[config.mk]
export PLATFORM = sky130hd
export DESIGN_NAME = gray_conv_arbiter
export DESIGN_NICKNAME = d
export VERILOG_FILES = /design/src/rtl/gray_conv_arbiter.sv
export SDC_FILE = /design/constraint.sdc
export NUM_CORES = 1
export LEC_CHECK = 0
export CAP_MARGIN = 15
export CORE_AREA = 2 2 39 41
export DETAILED_ROUTE_END_ITERATION = 8
export DIE_AREA = 0 0 41 43
export GPL_TIMING_DRIVEN = 1
export PLACE_DENSITY = 0.73
export SYNTH_ARGS = -nofsm -noshare
export SYNTH_HDL_FRONTEND = slang
export SYNTH_SLANG_ARGS = --single-unit
[constraint.sdc]
create_clock -name clk -period 1.4 [get_ports clk]
set_input_delay 0.21 -clock clk [delete_from_list [all_inputs] [get_ports clk]]
set_output_delay 0.21 -clock clk [all_outputs]
set_load 0.02 [all_outputs]
[src/rtl/gray_conv_arbiter.sv]
// Two-requester round-robin front end for a shared binary<->Gray converter.
// One registered result slot with valid/ready, source tag and mode tag.
module gray_conv_arbiter #(
  parameter int WIDTH = 4
) (
  input  logic             clk,
  input  logic             rst_n,
  input  logic             req0_valid,
  output logic             req0_ready,
  input  logic [WIDTH-1:0] req0_data,
  input  logic             req0_mode,
  input  logic             req1_valid,
  output logic             req1_ready,
  input  logic [WIDTH-1:0] req1_data,
  input  logic             req1_mode,
  output logic             out_valid,
  input  logic             out_ready,
  output logic [WIDTH-1:0] out_data,
  output logic             out_src,
  output logic             out_mode
);

  logic             out_valid_q, out_valid_d;
  logic [WIDTH-1:0] out_data_q, out_data_d;
  logic             out_src_q, out_src_d;
  logic             out_mode_q, out_mode_d;
  logic             prio_q, prio_d;
  logic             load_en;
  logic             gnt0, gnt1;

  function automatic logic [WIDTH-1:0] conv(
    input logic [WIDTH-1:0] w,
    input logic             m
  );
    logic [WIDTH-1:0] r;
    r = w ^ (w >> 1);
    if (m) begin
      r[WIDTH-1] = w[WIDTH-1];
      for (int i = WIDTH - 2; i >= 0; i--) begin
        r[i] = r[i+1] ^ w[i];
      end
    end
    return r;
  endfunction

  always_comb begin
    load_en = !out_valid_q | out_ready;
    gnt0 = req0_valid & (!req1_valid | !prio_q);
    gnt1 = req1_valid & (!req0_valid | prio_q);
    // Ready is forced low while reset is held.
    req0_ready = rst_n & load_en & gnt0;
    req1_ready = rst_n & load_en & gnt1;
  end

  always_comb begin
    out_valid_d = out_valid_q;
    out_data_d  = out_data_q;
    out_src_d   = out_src_q;
    out_mode_d  = out_mode_q;
    prio_d      = prio_q;
    unique case (1'b1)
      req0_ready: begin
        out_valid_d = 1'b1;
        out_data_d  = conv(req0_data, req0_mode);
        out_src_d   = 1'b0;
        out_mode_d  = req0_mode;
        prio_d      = 1'b1;
      end
      req1_ready: begin
        out_valid_d = 1'b1;
        out_data_d  = conv(req1_data, req1_mode);
        out_src_d   = 1'b1;
        out_mode_d  = req1_mode;
        prio_d      = 1'b0;
      end
      default: begin
        if (out_valid_q & out_ready) out_valid_d = 1'b0;
      end
    endcase
  end

  always_ff @(posedge clk or negedge rst_n) begin
    if (!rst_n) begin
      out_valid_q <= 1'b0;
      out_data_q  <= '0;
      out_src_q   <= 1'b0;
      out_mode_q  <= 1'b0;
      prio_q      <= 1'b0;
    end else begin
      out_valid_q <= out_valid_d;
      out_data_q  <= out_data_d;
      out_src_q   <= out_src_d;
      out_mode_q  <= out_mode_d;
      prio_q      <= prio_d;
    end
  end

  assign out_valid = out_valid_q;
  assign out_data  = out_data_q;
  assign out_src   = out_src_q;
  assign out_mode  = out_mode_q;

endmodule

# Word level (Yosys, flattened, before mapping)
# Index checks and enable logic that the tools add are counted.
dict set report totals {
  out_inout_bits 9
  reg_bits 8
  in_bits 15
}
dict set report classes {
  n_bitwise 17
  reduce_logical 7
  mux 8
}
# operator count
set ops {}
lappend ops {{two-way mux 4 bit} 2}
lappend ops {{case mux 4 bit (2 select lines)} 1}
lappend ops {{bitwise XOR 4 x 3 -> 4 bit} 2}
lappend ops {{AND 1 bit} 6}
lappend ops {{case mux 1 bit (2 select lines)} 3}
lappend ops {{bitwise XOR 1 bit} 6}
lappend ops {{logical NOT 1 bit} 4}
lappend ops {{nonzero test 2 bit} 2}
lappend ops {{OR 1 bit} 3}
lappend ops {{two-way mux 1 bit} 2}
lappend ops {{OR reduction 2 bit} 1}

# Logic depth before layout (Yosys ltp)
# Gate-level depths: netlist (run 1).
dict set report logic_depth {
  ltp_word 6
  mapped_depth 5
  ltp_nobuf 5
}

# Worst setup path after synthesis (run 1)
# No wires, ideal clock.
dict set report synth_path {
  path_type {register to register}
  from {register out_valid_q (netlist: out_valid)}
  to {register out_data_q[1] (netlist: out_data[1])}
  synth_period_minus_slack_ns 1.349
  path_stages_with_launch 6
  setup_time_ns 0.138
  required_time_ns 1.262
  setup_slack_ns 0.051
  path_buffers 0
  t_arrival_ns 1.211
  path_cell_list {dfrtp_1 -> nand2b_2 -> nand4_2 -> inv_2 -> mux2i_1 -> a21oi_1}
}
dict set report synth_via {
  elab_chain_cells 5
  word_cells_on_any_way 7
}
# element line_no
set synth_lines {}
lappend synth_lines {{start: declaration} 23} ;# logic out_valid_q, out_valid_d;
lappend synth_lines {{start signal: assignment} 90} ;# out_valid_q <= out_valid_d;
lappend synth_lines {{logical NOT 1 bit (*)} 47} ;# load_en = !out_valid_q | out_ready;
lappend synth_lines {{OR 1 bit (*)} 47}
lappend synth_lines {{AND 1 bit (*) (2 in series)} 51} ;# req0_ready = rst_n & load_en & gnt0;
lappend synth_lines {{via req0_ready} 9} ;# output logic req0_ready,
lappend synth_lines {{case mux 4 bit (2 select lines) / nonzero test 2 bit (equally long branches)} n/a}
lappend synth_lines {{end signal: assignment} 91} ;# out_data_q <= out_data_d;
lappend synth_lines {{end: declaration} 24} ;# logic [WIDTH-1:0] out_data_q, out_data_d;
# Mark *: on every way through the listed nets, which the timed path passes. The rest lies on a longest branch.
# A chain may end at the register's enable or synchronous reset.

# Worst setup path after layout (run 1)
dict set report layout_path {
  from {register prio_q}
  to {register out_data_q[3] (netlist: out_data[3])}
}
dict set report layout_via {
  elab_chain_cells 5
  word_cells_on_any_way 9
}
# element line_no
set layout_lines {}
lappend layout_lines {{start: declaration} 27} ;# logic prio_q, prio_d;
lappend layout_lines {{start signal: assignment} 94} ;# prio_q <= prio_d;
lappend layout_lines {{logical NOT 1 bit} 48} ;# gnt0 = req0_valid & (!req1_valid | !prio_q);
lappend layout_lines {{OR 1 bit} 48}
lappend layout_lines {{AND 1 bit} 48}
lappend layout_lines {{AND 1 bit} 51}
lappend layout_lines {{case mux 4 bit (2 select lines) / nonzero test 2 bit (equally long branches)} n/a}
# Several ways; a longest one is shown, not always the timed one.

==> results.yml, run 1 <==
power_and_ir_drop:
  p_per_area_nw_per_um2: 1130
  swShare: 0.359
  clkPwrFrac: 0.170
  power_uw: 976
  power_frac_seq: 0.365
  comb_power_share: 0.465
  internal_power_uw: 626
  p_leak_uw: 0.000434
  peakVddDrop_mv: 0.491
  p_sw_uw: 351
final_layout:
  area_growth_pct: 81.1
  final_layout_size_suffix_gt1_frac: 0.284
  antenna_cells: 0
  fin_util: 0.624
  final_area_um2: 863
  nNetsFinal: 105
grt:
  grt_antenna_before_repair: 0
  grt_overflow_total: 0
  track_usage: 0.151
  grt_pass1_vias: 433
  grt_pass1_wl_um: 1840
  grt_max_degree: 9
timing:
  worst_slew_pin_slew_ns: 0.292
  slew_violations: 0
  post-route-period-util: 0.958
  setup_violations: 0
  rsz0062_at_grt: "false"
  timing.setup.tns_ns: 0
  hold_violations: 0
  clock.fmax_mhz: 745
  final.min_clock_period_ns: 1.34
  finalClockSkew_ns: 0.000425
  slew_headroom: 0.805
logic_synthesis:
  synth-edff-count: 0
  ys_types: 19
  synthCells: 49
  synthFlopType: "dfrtp_1"
  synth_nets: 64
  syn_avg_cell_area_um2: 9.73
  yosysSeqAreaShare: 0.420
  ys_warn_count: 0
  synth_area_um2: 477
  async_flop_share: 1.00
  synth_seq_cells: 8
placement:
  placed_cell_area_um2: 802
  place.gp.congestion: 0.807
  portBuffers: 23
  place_hpwl_um: 888
setup_path:
  path_delay_family: "flip-flops"
  r2r-end: "out_data[3]"
  slowest_delay_ns: 0.42
  arrival_ns: 1.47
  slowest_stage: "dfrtp_1"
  reg2reg_from: "prio_q"
  crit_required_ns: 1.53
  worstPathCellList: "nand2_2, nand4_4, buf_6, and3_1, a221o_1"
  crit_fanout: 6
  crit_buf_inv: 1
  endpoint_kind: "flip-flop"
  r2r_slack_ns: 0.06
  reg2regPathDepth: 5
  startpoint_type: "flip-flop"
  worstSetupPathType: "flip-flop to flip-flop"
drt:
  route.detailed.drc: 0
  via_count: 510
  wl_um: 1090
  dr.pass1.iters: 4
  wl_per_cell_um: 10.5
  drt-initial-drc-count: 13
  ant_nets: 0
  vias_per_cell: 4.90
floorplanning:
  die_h_um: 43
  die_w_um: 41
  dieArea_um2: 1760
  num_io_pins: 24
  rows: 14
  coreArea_um2: 1380
  start_util: 0.344
worst_hold_path:
  hp-class: "primary input to asynchronous set/reset pin"
clock_network:
  cts_buffer_depth: 2
  cts_buffers: 3
  clock_sinks: 8
  cts_tree: "built"
  path_clk_slew_ns: 0.05
  h-tree-depth: 1
  postCtsHoldBufs: 0
  clk_latency_ns: 0.24
  root_buffer: "clkbuf_4"
job:
  drv_cap: 0
run_status:
  status: "completed"
registers in the layout (all words and copies together) (netlist names):
signal / cells
out_data: 4
out_mode: 1
out_src: 1
out_valid: 1
prio_q: 1
layout by cell type, fill, tap and decap left out:
| master | netlist | layout |
|---|---|---|
| buf_4 | 0 | 13 |
| nand2_1 | 11 | 10 |
| clkdlybuf4s50_1 | 0 | 10 |
| dlygate4sd2_1 | 0 | 8 |
| dfrtp_1 | 8 | 8 |
| xor2_1 | 5 | 5 |
| xnor2_1 | 4 | 4 |
| nand3_1 | 3 | 3 |
| clkbuf_4 | 0 | 3 |
| dlymetal6s2s_1 | 0 | 3 |
| inv_2 | 2 | 2 |
| nor2_1 | 2 | 2 |
| mux2i_1 | 2 | 2 |
| a21oi_1 | 2 | 2 |
| buf_6 | 0 | 2 |
| nand2b_4 | 0 | 1 |
| o2111ai_4 | 1 | 1 |
| inv_4 | 1 | 1 |
| nand2_2 | 0 | 1 |
| nand4_4 | 0 | 1 |
| and3_1 | 1 | 1 |
| a221o_1 | 1 | 1 |
| a31oi_1 | 1 | 1 |
| a21o_1 | 1 | 1 |
| a22oi_1 | 1 | 1 |
| o21ai_1 | 1 | 1 |
worst max path at each step:
stage / slack, ns / depth (start not counted) / from / endpoint
2_1_floorplan: 0.05 / 5 / out_valid / out_data[1]
3_3_place_gp: -0.47 / 4 / rst_n / req1_ready
3_5_place_dp: -0.47 / 4 / rst_n / req1_ready
4_1_cts: -0.01 / 6 / out_ready / out_data[3]
5_1_grt: 0.01 / 5 / prio_q / out_data[3]
6_report: 0.06 / 5 / prio_q / out_data[3]
synth_stat cells, types with 2 or more instances:
| library cell | number | area [um^2] |
|---|---|---|
| nand2_1 | 11 | 41.3 |
| dfrtp_1 | 8 | 200 |
| xor2_1 | 5 | 43.8 |
| xnor2_1 | 4 | 35.0 |
| nand3_1 | 3 | 15.0 |
| a21oi_1 | 2 | 10.0 |
| inv_2 | 2 | 7.51 |
| mux2i_1 | 2 | 20.0 |
| nor2_1 | 2 | 7.51 |
what timing repair did:
| item | in CTS | in global routing |
|---|---|---|
| gates resized for setup | 19 | 7 |
| setup buffers | 0 | 3 |
| endpoints found under the hold margin | 0 | 0 |
| pin swaps | 0 | 0 |
| endpoints found under the setup margin | 10 | 3 |
routing by layer:
layer | wire, um | track usage | vias up
li1 | - | - | 247
met1 | 444 | 0.195 | 240
met2 | 553 | 0.234 | 23
met3 | 94 | 0.0314 | 0
met4 | 0 | 0.0600 | 0
met5 | 0 | 0 | -
cell families (layout without fill, tap and decap cells):
logic type	Yosys count	in the layout	share of synthesized area
compound gates	8	8	0.152
buf+inv	3	42	0.0289
flops	8	8	0.420
mux	2	2	0.0420
simple gates	19	19	0.192
xor+xnor	9	9	0.165
per-stage QoR:
stage	hold WS [ns]	setup slack, ns	instances
after floorplan	-0.0856	0.0512	49
after global placement	0.457	-0.466	98
after detailed placement	0.480	-0.471	98
after CTS	0.133	-0.0145	101
after global routing	0.180	0.0123	104
final	0.185	0.0584	104
cell type report:
class	instances	area, um^2
multi-input cells	38	279
well taps	16	20.0
fillers	131	520
clock buffers	3	22.5
flip-flops and latches	8	200
inverters	3	13.8
repair buffers	36	328
power groups by stage:
stage | Combinational [uW] | Clock (uW) | Sequential (uW)
2_1_floorplan | 150 | 0 | 435
3_3_place_gp | 477 | 0 | 355
3_5_place_dp | 484 | 0 | 361
4_1_cts | 437 | 175 | 357
5_1_grt | 498 | 188 | 367
6_report | 454 | 166 | 357
Note: power is estimated with default switching activity, not from simulation.
==> inputs of run 2 (changes only) <==
ABC_CLOCK_PERIOD_IN_PS = 1400   (was not set)
CORE_AREA = not set   (was 2 2 39 41)
CORE_UTILIZATION = 35   (was not set)
DIE_AREA = not set   (was 0 0 41 43)
PLACE_DENSITY = 0.72   (was 0.73)
==> run 2 against run 1 <==
Against the previous run:
- count of clock-buffer cells in the layout unchanged
- design area fell by 0.43%
- cell count down 2.9%
- critical endpoint is now req0_ready
- largest power group unchanged
- highest routed layer is now met4
==> results.yml, run 2 (synthesis results as in run 1) <==
power_and_ir_drop:
  peakVddDrop_mv: 0.656
  p_leak_uw: 0.000429
  internal_power_uw: 631
  p_per_area_nw_per_um2: 1160
  power_frac_seq: 0.351
  comb_power_share: 0.463
  swShare: 0.367
  p_sw_uw: 366
  power_uw: 996
  clkPwrFrac: 0.186
drt:
  vias_per_cell: 4.90
  dr.pass1.iters: 4
  wl_met2_um: 555
  wl_met3_um: 63
  route.detailed.drc: 0
  ant_nets: 0
  drt-met1-wl_um: 505
  topRoutingLayerUsed: "met4"
  drt-initial-drc-count: 17
  wl_um: 1140
  wl_per_cell_um: 11.3
  via_count: 495
timing:
  post-route-period-util: 0.952
  slew_violations: 0
  finalClockSkew_ns: 0.00639
  setup_ws_ns: 0.0672
  worst_slew_pin_slew_ns: 0.248
  rsz0062_at_grt: "false"
  hold_violations: 0
  clock.fmax_mhz: 750
  slew_headroom: 0.835
  final.min_clock_period_ns: 1.33
  setup_violations: 0
final_layout:
  most-common-layout-cells: "nand2_1 (11), buf_4 (11), clkdlybuf4s50_1 (10), dlygate4sd2_1 (8), dfrtp_1 (8)"
  largest_reg_flops: 4
  final_area_um2: 860
  fillers: 92
  fin_util: 0.725
  seq_area_um2: 200
  area_growth_pct: 80.3
  final_layout_size_suffix_gt1_frac: 0.276
  antenna_cells: 0
  final_cells: 101
  nNetsFinal: 104
  multi_input_area_um2: 282
clock_network:
  postCtsHoldBufs: 0
  cts_buffer_depth: 2
  path_clk_slew_ns: 0.06
  clock_sinks: 8
  clk_latency_ns: 0.26
  h-tree-depth: 1
  root_buffer: "clkbuf_4"
  cts_tree: "built"
  cts_buffers: 3
floorplanning:
  dieArea_um2: 1510
  coreArea_um2: 1190
  rows: 12
  die_h_um: 38.9
  num_io_pins: 24
  die_w_um: 38.9
  start_util: 0.402
placement:
  place.gp.congestion: 0.777
  place_hpwl_um: 879
  place_inst: 95
  placed_cell_area_um2: 792
  portBuffers: 23
  dpl_worst_slack_ns: -0.445
setup_path:
  slowest_delay_ns: 0.42
  crit_required_ns: 1.19
  crit_fanout: 3
  slowest_stage: "dfrtp_1"
  reg2reg_from: "prio_q"
  worstPathCellList: "nand2_1, nand4_4, inv_2, buf_4"
  worstSetupPathType: "flip-flop to primary output"
  startpoint: "prio_q"
  endpoint_kind: "primary output"
  r2r_slack_ns: 0.07
  startpoint_type: "flip-flop"
  arrival_ns: 1.12
  r2r-end: "out_data[3]"
  reg2regPathDepth: 5
grt:
  grt_antenna_before_repair: 0
  grt_pass1_wl_um: 1700
  grt_overflow_total: 0
  track_usage: 0.170
  grt_max_degree: 9
  grt_pass1_vias: 405
job:
  drv_cap: 0
run_status:
  status: "completed"
worst_hold_path:
  hp-class: "primary input to asynchronous set/reset pin"
==> run 2: changes by cell type in the layout (fill, tap and decap cells not counted) <==
cell     previous run  this run
and3_4              0         1
buf_6               2         3
and3_1              1         0
nand2_1            10        11
buf_4              13        11
nand2_2             1         0
==> run 2: what timing repair did <==
item	in CTS	in global routing
pin swaps	0	1
gates resized for setup	19	8
setup buffers	0	3
endpoints found under the setup margin	10	3
==> run 2: layer usage <==
layer / up-vias / track usage
met5: - / 0
met2: 18 / 0.233
met1: 226 / 0.239
li1: 247 / -
met3: 4 / 0.0520
met4: 0 / 0.0776
==> run 2: cell type report <==
class | instances | area share
Timing Repair Buffer | 35 | 0.377
Sequential cell | 8 | 0.233
Inverter | 3 | 0.0160
Multi-Input combinational cell | 38 | 0.328
Tap cell | 14 | 0.0204
Clock buffer | 3 | 0.0262
==> run 2: critical path, delay by kind of cell (launching register included) <==
| family | cells | cell delay, ns |
|---|---|---|
| flops | 1 | 0.42 |
| simple gates | 2 | 0.24 |
| buf+inv | 2 | 0.21 |
==> run 2: power by group through the flow <==
stage | Clock [uW] | Sequential [uW] | Combinational [uW]
floorplan | 0 | 435 | 150
global placement | 0 | 352 | 478
detailed placement | 0 | 355 | 484
CTS | 185 | 350 | 439
global route | 199 | 360 | 500
finish | 185 | 350 | 461
==> run 2: how the worst max path moves through the flow <==
stage	depth (start not counted)	to
floorplan	5	out_data[1]
CTS	6	out_data[3]
detailed placement	4	req1_ready
finish	4	req0_ready
global route	5	out_data[3]
global placement	5	req0_ready
==> run 2: through the flow <==
stage,setup TNS [ns],hold WS [ns]
floorplan,0,-0.0856
global placement,-1.60,0.458
detailed placement,-1.73,0.467
CTS,-0.00561,0.115
global route,0,0.163
finish,0,0.146
==> inputs of run 3 (changes only) <==
ABC_CLOCK_PERIOD_IN_PS = 1500   (was 1400)
clock period = 1.5 ns   (was 1.4 ns; I/O delays follow)
==> run 3 against run 2 <==
Against the previous run:
- register-to-register slack better by 0.07 ns
- sequential power decreased by 6.3%
- critical path type unchanged
- die area unchanged
==> results.yml, run 3 (synthesis results as in run 1) <==
grt:
  grt_overflow_total: 0
  grt_pass1_vias: 439
  grt_max_degree: 9
  track_usage: 0.175
  grt_antenna_before_repair: 0
  grt_pass1_wl_um: 1750
floorplanning:
  die_h_um: 38.9
  num_io_pins: 24
  dieArea_um2: 1510
  die_w_um: 38.9
  rows: 12
  start_util: 0.402
  coreArea_um2: 1190
timing:
  worst_slew_pin_slew_ns: 0.238
  finalClockSkew_ns: 0.00490
  timing.setup.tns_ns: 0
  post-route-period-util: 0.958
  final.min_clock_period_ns: 1.44
  clock.fmax_mhz: 696
  rsz0062_at_grt: "false"
  slew_headroom: 0.841
  setup_violations: 0
  hold_violations: 0
  slew_violations: 0
clock_network:
  clk_latency_ns: 0.26
  path_clk_slew_ns: 0.06
  h-tree-depth: 1
  cts_buffer_depth: 2
  clock_sinks: 8
  root_buffer: "clkbuf_4"
  cts_buffers: 3
  cts_tree: "built"
final_layout:
  layout_commonest_cell: "clkdlybuf4s50_1"
  final_area_um2: 781
  largest_reg_flops: 4
  fillers: 107
  final_layout_size_suffix_gt1_frac: 0.210
  antenna_cells: 0
  final_cells: 95
  most-common-layout-cells: "clkdlybuf4s50_1 (20), nand2_1 (11), dfrtp_1 (8), buf_4 (6), xor2_1 (5)"
  nNetsFinal: 98
  area_growth_pct: 63.8
drt:
  vias_per_cell: 5.01
  dr.pass1.iters: 4
  ant_nets: 0
  route.detailed.drc: 0
  drt-initial-drc-count: 5
  wl_um: 1060
  via_count: 476
  wl_per_cell_um: 11.1
setup_path:
  crit_required_ns: 1.27
  worstSetupPathType: "flip-flop to primary output"
  reg2regPathDepth: 5
  startpoint_type: "flip-flop"
  slowest_delay_ns: 0.61
  path_delay_family: "buffers and inverters"
  slowest_stage: "clkdlybuf4s50_1"
  arrival_ns: 1.21
  worstPathCellList: "clkdlybuf4s50_1"
  crit_fanout: 2
  crit_buf_inv: 1
  endpoint_kind: "primary output"
  cp.depth: 1
placement:
  place_hpwl_um: 880
  place.gp.congestion: 0.777
  placed_cell_area_um2: 769
  place_inst: 92
  portBuffers: 23
power_and_ir_drop:
  peakVddDrop_mv: 0.603
  p_per_area_nw_per_um2: 1190
  p_leak_uw: 0.000354
worst_hold_path:
  hp-class: "primary input to asynchronous set/reset pin"
run_status:
  status: "completed"
job:
  drv_cap: 0
## run 3: final timing paths
check | startpoint | end | slack (ns)
worst max-delay path | out_valid | out_valid | 0.06
worst min-delay path | rst_n | out_mode | 0.14
worst max register to register | prio_q | out_data[3] | 0.14
worst min register to register | out_src | out_src | 0.48
max in group asynchronous | rst_n | out_data[0] | 1.24
min in group clk | out_src | out_src | 0.48
## run 3: per-layer routing
metal  track usage  routed length [um]
met5             0                   0
met4         0.103                  17
met3        0.0347                  61
met2         0.263                 472
met1         0.228                 505
## run 3: layout make-up
class | count | area, um^2 | share of cell area
multi-input combinational | 38 | 263 | 0.337
sequential | 8 | 200 | 0.256
tap | 14 | 17.5 | 0.0224
clock buffer | 3 | 22.5 | 0.0288
timing repair buffer | 29 | 264 | 0.338
inverter | 3 | 13.8 | 0.0176
## run 3: stage by stage
stage | hold slack (ns) | util | power, uW | setup slack, ns
floorplan | -0.0706 | - | 546 | 0.151
global placement | 0.458 | 0.649 | 768 | -0.373
detailed placement | 0.471 | 0.649 | 773 | -0.386
CTS | 0.141 | 0.658 | 935 | 0.0554
global route | 0.147 | 0.658 | 984 | 0.0145
finish | 0.138 | 0.658 | 927 | 0.0635
## run 3: power by group
part           leakage, uW  switching (uW)  total, uW  internal [uW]
clock network    0.0000138            75.4        167           91.7
logic             0.000246             207        432            225
registers        0.0000936            42.2        328            285
total             0.000354             325        927            602
## run 3: timing repair
action	CTS	global route
hold buffers	0	0
setup endpoints to repair	2	0
buffers inserted	0	0
endpoints found under the hold margin	0	0
gates resized for setup	9	0
